==> src/rtl/rr_arbiter8.sv <==
// Eight-requester round-robin arbiter with bounded hold time.
// Drives a registered one-hot grant and the matching DMux8Way select.
module rr_arbiter8 #(
    parameter int MAX_HOLD = 16,
    parameter int HOLD_W   = 5
) (
    input  logic       clk,
    input  logic       reset,
    input  logic [7:0] req,
    output logic [7:0] grant,
    output logic [2:0] sel,
    output logic       valid
);

    typedef enum logic {IDLE, GRANT} state_t;

    localparam logic [HOLD_W-1:0] HOLD_LAST = HOLD_W'((MAX_HOLD > 0) ? MAX_HOLD - 1 : 0);
    localparam logic [HOLD_W-1:0] HOLD_SAT  = '1;

    state_t            state;
    logic [2:0]        ptr;
    logic [HOLD_W-1:0] hold_cnt;

    logic [2:0] win_ptr;
    logic [2:0] sel_next;
    logic [2:0] win_rot;
    logic       others;
    logic       hold_last;

    // First set bit of r, scanning start, start+1, ... with wrap from 7 to 0.
    function automatic logic [2:0] find_winner(input logic [7:0] r, input logic [2:0] start);
        logic [2:0] idx;
        logic       found;
        find_winner = start;
        found       = 1'b0;
        for (int i = 0; i < 8; i++) begin
            idx = start + 3'(i);
            if (!found && r[idx]) begin
                find_winner = idx;
                found       = 1'b1;
            end
        end
    endfunction

    always_comb begin
        win_ptr   = find_winner(req, ptr);
        sel_next  = sel + 3'd1;
        win_rot   = find_winner(req, sel_next);
        others    = |(req & ~(8'd1 << sel));
        hold_last = (MAX_HOLD != 0) && (hold_cnt == HOLD_LAST);
    end

    always_ff @(posedge clk or posedge reset) begin
        if (reset) begin
            state    <= IDLE;
            grant    <= 8'h00;
            sel      <= 3'd0;
            valid    <= 1'b0;
            ptr      <= 3'd0;
            hold_cnt <= '0;
        end else begin
            case (state)
                IDLE: begin
                    if (|req) begin
                        state    <= GRANT;
                        grant    <= 8'd1 << win_ptr;
                        sel      <= win_ptr;
                        valid    <= 1'b1;
                        hold_cnt <= '0;
                    end else begin
                        grant <= 8'h00;
                        valid <= 1'b0;
                    end
                end
                GRANT: begin
                    if (!req[sel]) begin
                        ptr <= sel_next;
                        if (|req) begin
                            grant    <= 8'd1 << win_rot;
                            sel      <= win_rot;
                            hold_cnt <= '0;
                        end else begin
                            state <= IDLE;
                            grant <= 8'h00;
                            valid <= 1'b0;
                        end
                    end else if (hold_last) begin
                        // Holder is still requesting; it yields only if someone else waits.
                        hold_cnt <= '0;
                        if (others) begin
                            ptr   <= sel_next;
                            grant <= 8'd1 << win_rot;
                            sel   <= win_rot;
                        end
                    end else if (hold_cnt != HOLD_SAT) begin
                        hold_cnt <= hold_cnt + 1'b1;
                    end
                end
                default: begin
                    state <= IDLE;
                    grant <= 8'h00;
                    valid <= 1'b0;
                end
            endcase
        end
    end

endmodule

==> config.mk <==
export PLATFORM = sky130hd
export DESIGN_NAME = rr_arbiter8
export DESIGN_NICKNAME = d
export VERILOG_FILES = /design/src/rtl/rr_arbiter8.sv
export SDC_FILE = /design/constraint.sdc
export NUM_CORES = 1
export LEC_CHECK = 0
export CELL_PAD_IN_SITES_DETAIL_PLACEMENT = 0
export CELL_PAD_IN_SITES_GLOBAL_PLACEMENT = 1
export CORE_ASPECT_RATIO = 1.4
export CORE_MARGIN = 2
export CORE_UTILIZATION = 30
export CTS_CLUSTER_SIZE = 25
export DETAILED_ROUTE_END_ITERATION = 10
export PLACE_DENSITY_LB_ADDON = 0.1
export RECOVER_POWER = 50
export SLEW_MARGIN = 20
export SYNTH_ARGS = -nofsm -noshare
export SYNTH_HDL_FRONTEND = slang
export SYNTH_SLANG_ARGS = --single-unit
==> constraint.sdc <==
create_clock -name clk -period 8.54 [get_ports clk]
set_clock_uncertainty 0.05 [all_clocks]
set_input_delay 1.281 -clock clk [delete_from_list [all_inputs] [get_ports clk]]
set_output_delay 1.281 -clock clk [all_outputs]
set_load 0.01 [all_outputs]
==> impl_metrics.ini <==
[worst_setup_path]
cp.buffers_inverters = 1
setup.worst_path.start_class = flop
critPathArrivalTime_ns = 4.91
cell_chain_of_the_critical_path = buf_4 -> ha_1 -> ha_1 -> mux4_1 -> mux2i_1 -> o2111ai_1 -> a211o_1 -> a32oi_2 -> or4b_1 -> o221ai_1
worst_path_largest_cell_delay_ns = 0.73
timing.critical_path.fanout_max = 34
worst-r2r-setup-slack_ns = 3.75
timing.critical_path.depth = 10
critical_path.endpoint_type = flop
crit_top_cell = sky130_fd_sc_hd__ha_1
crit_slowest_cell = sky130_fd_sc_hd__ha_1
rr_worst_depth = 10
critical_path_start_end_classification = flop to flop
family_with_the_most_delay_on_the_worst_path = multiplexers
worst_ep_required_time_ns = 8.67

[sta]
max_freq_mhz = 209
slew_viol_final = 0
grt_setup_unrepaired = false
final_hold_viol_count = 0
worst_slew_margin_rel = 0.375
worst_slew_pin_slew_ns = 0.935
setup_slack_after_layout_ns = 3.75
fin_crit_ns = 4.79
setup_total_negative_slack_ns = 0
period_share = 0.560
finalSetupViolCount = 0

[yosys]
postSynthRegisterBits = 21
synth.area.top_cells = sky130_fd_sc_hd__dfrtp_1 16%, sky130_fd_sc_hd__mux4_2 15%, sky130_fd_sc_hd__mux2i_1 8.6%
synth.net_count = 374
number_of_synthesized_flops_with_an_enable_pin = 0
syn_std_cell_area_um2 = 3250
syn-mean-instance-area_um2 = 9.18
yosys_warnings = 0
ys_dominant_reg_cell = sky130_fd_sc_hd__dfrtp_1
syn-instance-count = 354
dominant_cell_type_by_area_after_synthesis = sky130_fd_sc_hd__dfrtp_1
netlist-cell-type-count = 71
synth_seq_area_share = 0.162
async_set_or_reset_register_ratio_after_synthesis = 1.00
synth_top_area_frac = 0.162

[floorplan]
die-width_um = 92.0
initial_core_util = 0.304
die_h_um = 127
core.rowCount = 45
design.core.area_um2 = 10700
io_pins = 22
floorplan.die_area_um2 = 11700

[grt]
grt_remaining_overflow = 0
grt_first_pass_wirelength_mm = 15.8
grt_max_degree = 35
number_of_antenna_violations_at_the_first_check_in_global_routing = 0
track_usage = 0.168
vias_in_the_first_global_route = 2908

[cts]
cts_made_buffers = 3
cts_root_buf = sky130_fd_sc_hd__clkbuf_16
cts_max_path_buffers = 2
cts_tree = done
cts_sinks = 21
cts_setup_buffers = 0
postCtsResizedCells = 0
postCtsHoldBufs = 0
cts.htree.levels = 1
worst_setup_hold_path_clk_slew_ns = 0.06
clk-insertion-delay-late_ns = 0.26

[placement]
hpwl_mm = 7.07
place_congestion = 0.839
numPortBuffers = 21
preCtsSetupSlack_ns = 3.53

[finish]
mostFrequentLayoutCell = sky130_fd_sc_hd__nand2_1
layout_common_cells = 37 x sky130_fd_sc_hd__nand2_1, 28 x sky130_fd_sc_hd__mux2i_1, 23 x sky130_fd_sc_hd__inv_1, 21 x sky130_fd_sc_hd__mux4_2, 21 x sky130_fd_sc_hd__dfrtp_1
insertedDiodeCount = 0
post-route-util = 0.335
design.final.nets = 372
final_layout_size_suffix_gt1_frac = 0.137
syn2layout_area_growth_pct = 10.2

[routing]
route.vias.total = 2957
drt.antenna.violating_nets = 0
initialDrtViolationCount = 161
postRouteWirelength_mm = 9.64
drt-pass1-iter-count = 4
via_density_per_instance = 6.01
wl_per_cell_um = 19.6
post-route-drc-count = 0

[job]
max-cap-violations = 0

[outcome]
outcome = completed

[worst_hold_path]
hold_path.class = flop to flop
min_path_cells = 2
cells in the mapped netlist (all sizes together), types with 2 or more instances:
| master | n |
|---|---|
| o32ai | 4 |
| or3b | 3 |
| nand2 | 37 |
| o31ai | 4 |
| mux2i | 28 |
| mux4 | 28 |
| or4b | 4 |
| nand3 | 9 |
| clkbuf | 17 |
| xor2 | 2 |
| a21boi | 2 |
| nor3 | 6 |
| nor2 | 13 |
| ha | 10 |
| nand4 | 5 |
| a31oi | 2 |
| o22ai | 3 |
| nand2b | 6 |
| a32o | 2 |
| o2bb2ai | 2 |
| mux2 | 11 |
| a21oi | 15 |
| a22oi | 5 |
| or4 | 2 |
| o221ai | 8 |
| nor4 | 4 |
| a21o | 3 |
| or2 | 3 |
| o211ai | 3 |
| buf | 13 |
| inv | 23 |
| xnor2 | 7 |
| nor3b | 3 |
| o21ai | 13 |
| o21bai | 2 |
| a221oi | 3 |
| dfrtp | 21 |
| nor2b | 4 |
| or3 | 3 |
final cells by class:
| class | instances | area (um2) |
|---|---|---|
| Fill cell | 1144 | 7120 |
| Multi-Input combinational cell | 280 | 2490 |
| Sequential cell | 21 | 526 |
| Timing Repair Buffer | 23 | 225 |
| Tap cell | 141 | 176 |
| Inverter | 23 | 86.3 |
| Clock buffer | 3 | 75.1 |
| Clock inverter | 1 | 5.00 |
final timing paths:
path	to	from
min in group asynchronous	grant[7]$_DFFE_PP0P_	reset
worst min register to register	grant[7]$_DFFE_PP0P_	grant[7]$_DFFE_PP0P_
worst min-delay path	grant[7]$_DFFE_PP0P_	grant[7]$_DFFE_PP0P_
worst max register to register	grant[4]$_DFFE_PP0P_	sel[0]$_DFFE_PP0P_
max in group asynchronous	sel[1]$_DFFE_PP0P_	reset
worst max-delay path	grant[4]$_DFFE_PP0P_	sel[0]$_DFFE_PP0P_
cells by family (layout without fill, tap and decap cells):
logic type	after synthesis	count (layout)	share of synthesized area
buffers and inverters	53	50	0.0728
adder cells (fa/ha/maj)	10	10	0.0385
flip-flops	21	21	0.162
multiplexers	67	67	0.327
XOR/XNOR	9	9	0.0243
AO/OA/AOI/OAI	86	86	0.201
AND/OR/NAND/NOR	108	108	0.175
sequential cells by signal, indices dropped and copies added (netlist names):
| name | flops |
|---|---|
| state | 1 |
| hold_cnt | 5 |
| ptr | 3 |
| grant | 8 |
| sel | 3 |
| valid | 1 |
per-stage QoR:
stage / hold slack [ns] / instance area [um2] / instances
floorplan: 0.434 / 3250 / 354
global placement: 0.430 / 3500 / 488
detailed placement: 0.425 / 3500 / 488
CTS: 0.446 / 3580 / 492
global route: 0.467 / 3580 / 492
finish: 0.434 / 3580 / 492
worst reg2reg max path, cell delays in order (launching register included):
cell and delay [ns]:
sky130_fd_sc_hd__dfrtp_1 0.39, sky130_fd_sc_hd__buf_4 0.43, sky130_fd_sc_hd__ha_1 0.41, sky130_fd_sc_hd__ha_1 0.73, sky130_fd_sc_hd__mux4_1 0.72, sky130_fd_sc_hd__mux2i_1 0.47
sky130_fd_sc_hd__o2111ai_1 0.20, sky130_fd_sc_hd__a211o_1 0.31, sky130_fd_sc_hd__a32oi_2 0.29, sky130_fd_sc_hd__or4b_1 0.51, sky130_fd_sc_hd__o221ai_1 0.19
per-layer routing:
| metal | up-vias | global-route usage | wire length (um) |
|---|---|---|---|
| li1 | 1373 | - | - |
| met1 | 1490 | 0.224 | 4340 |
| met2 | 82 | 0.285 | 4710 |
| met3 | 12 | 0.0200 | 396 |
| met4 | 0 | 0.0509 | 184 |
| met5 | - | 0 | 0 |
Power is not shown: default switching activity piles up to over one toggle a cycle in this logic, so the estimate is an artifact.
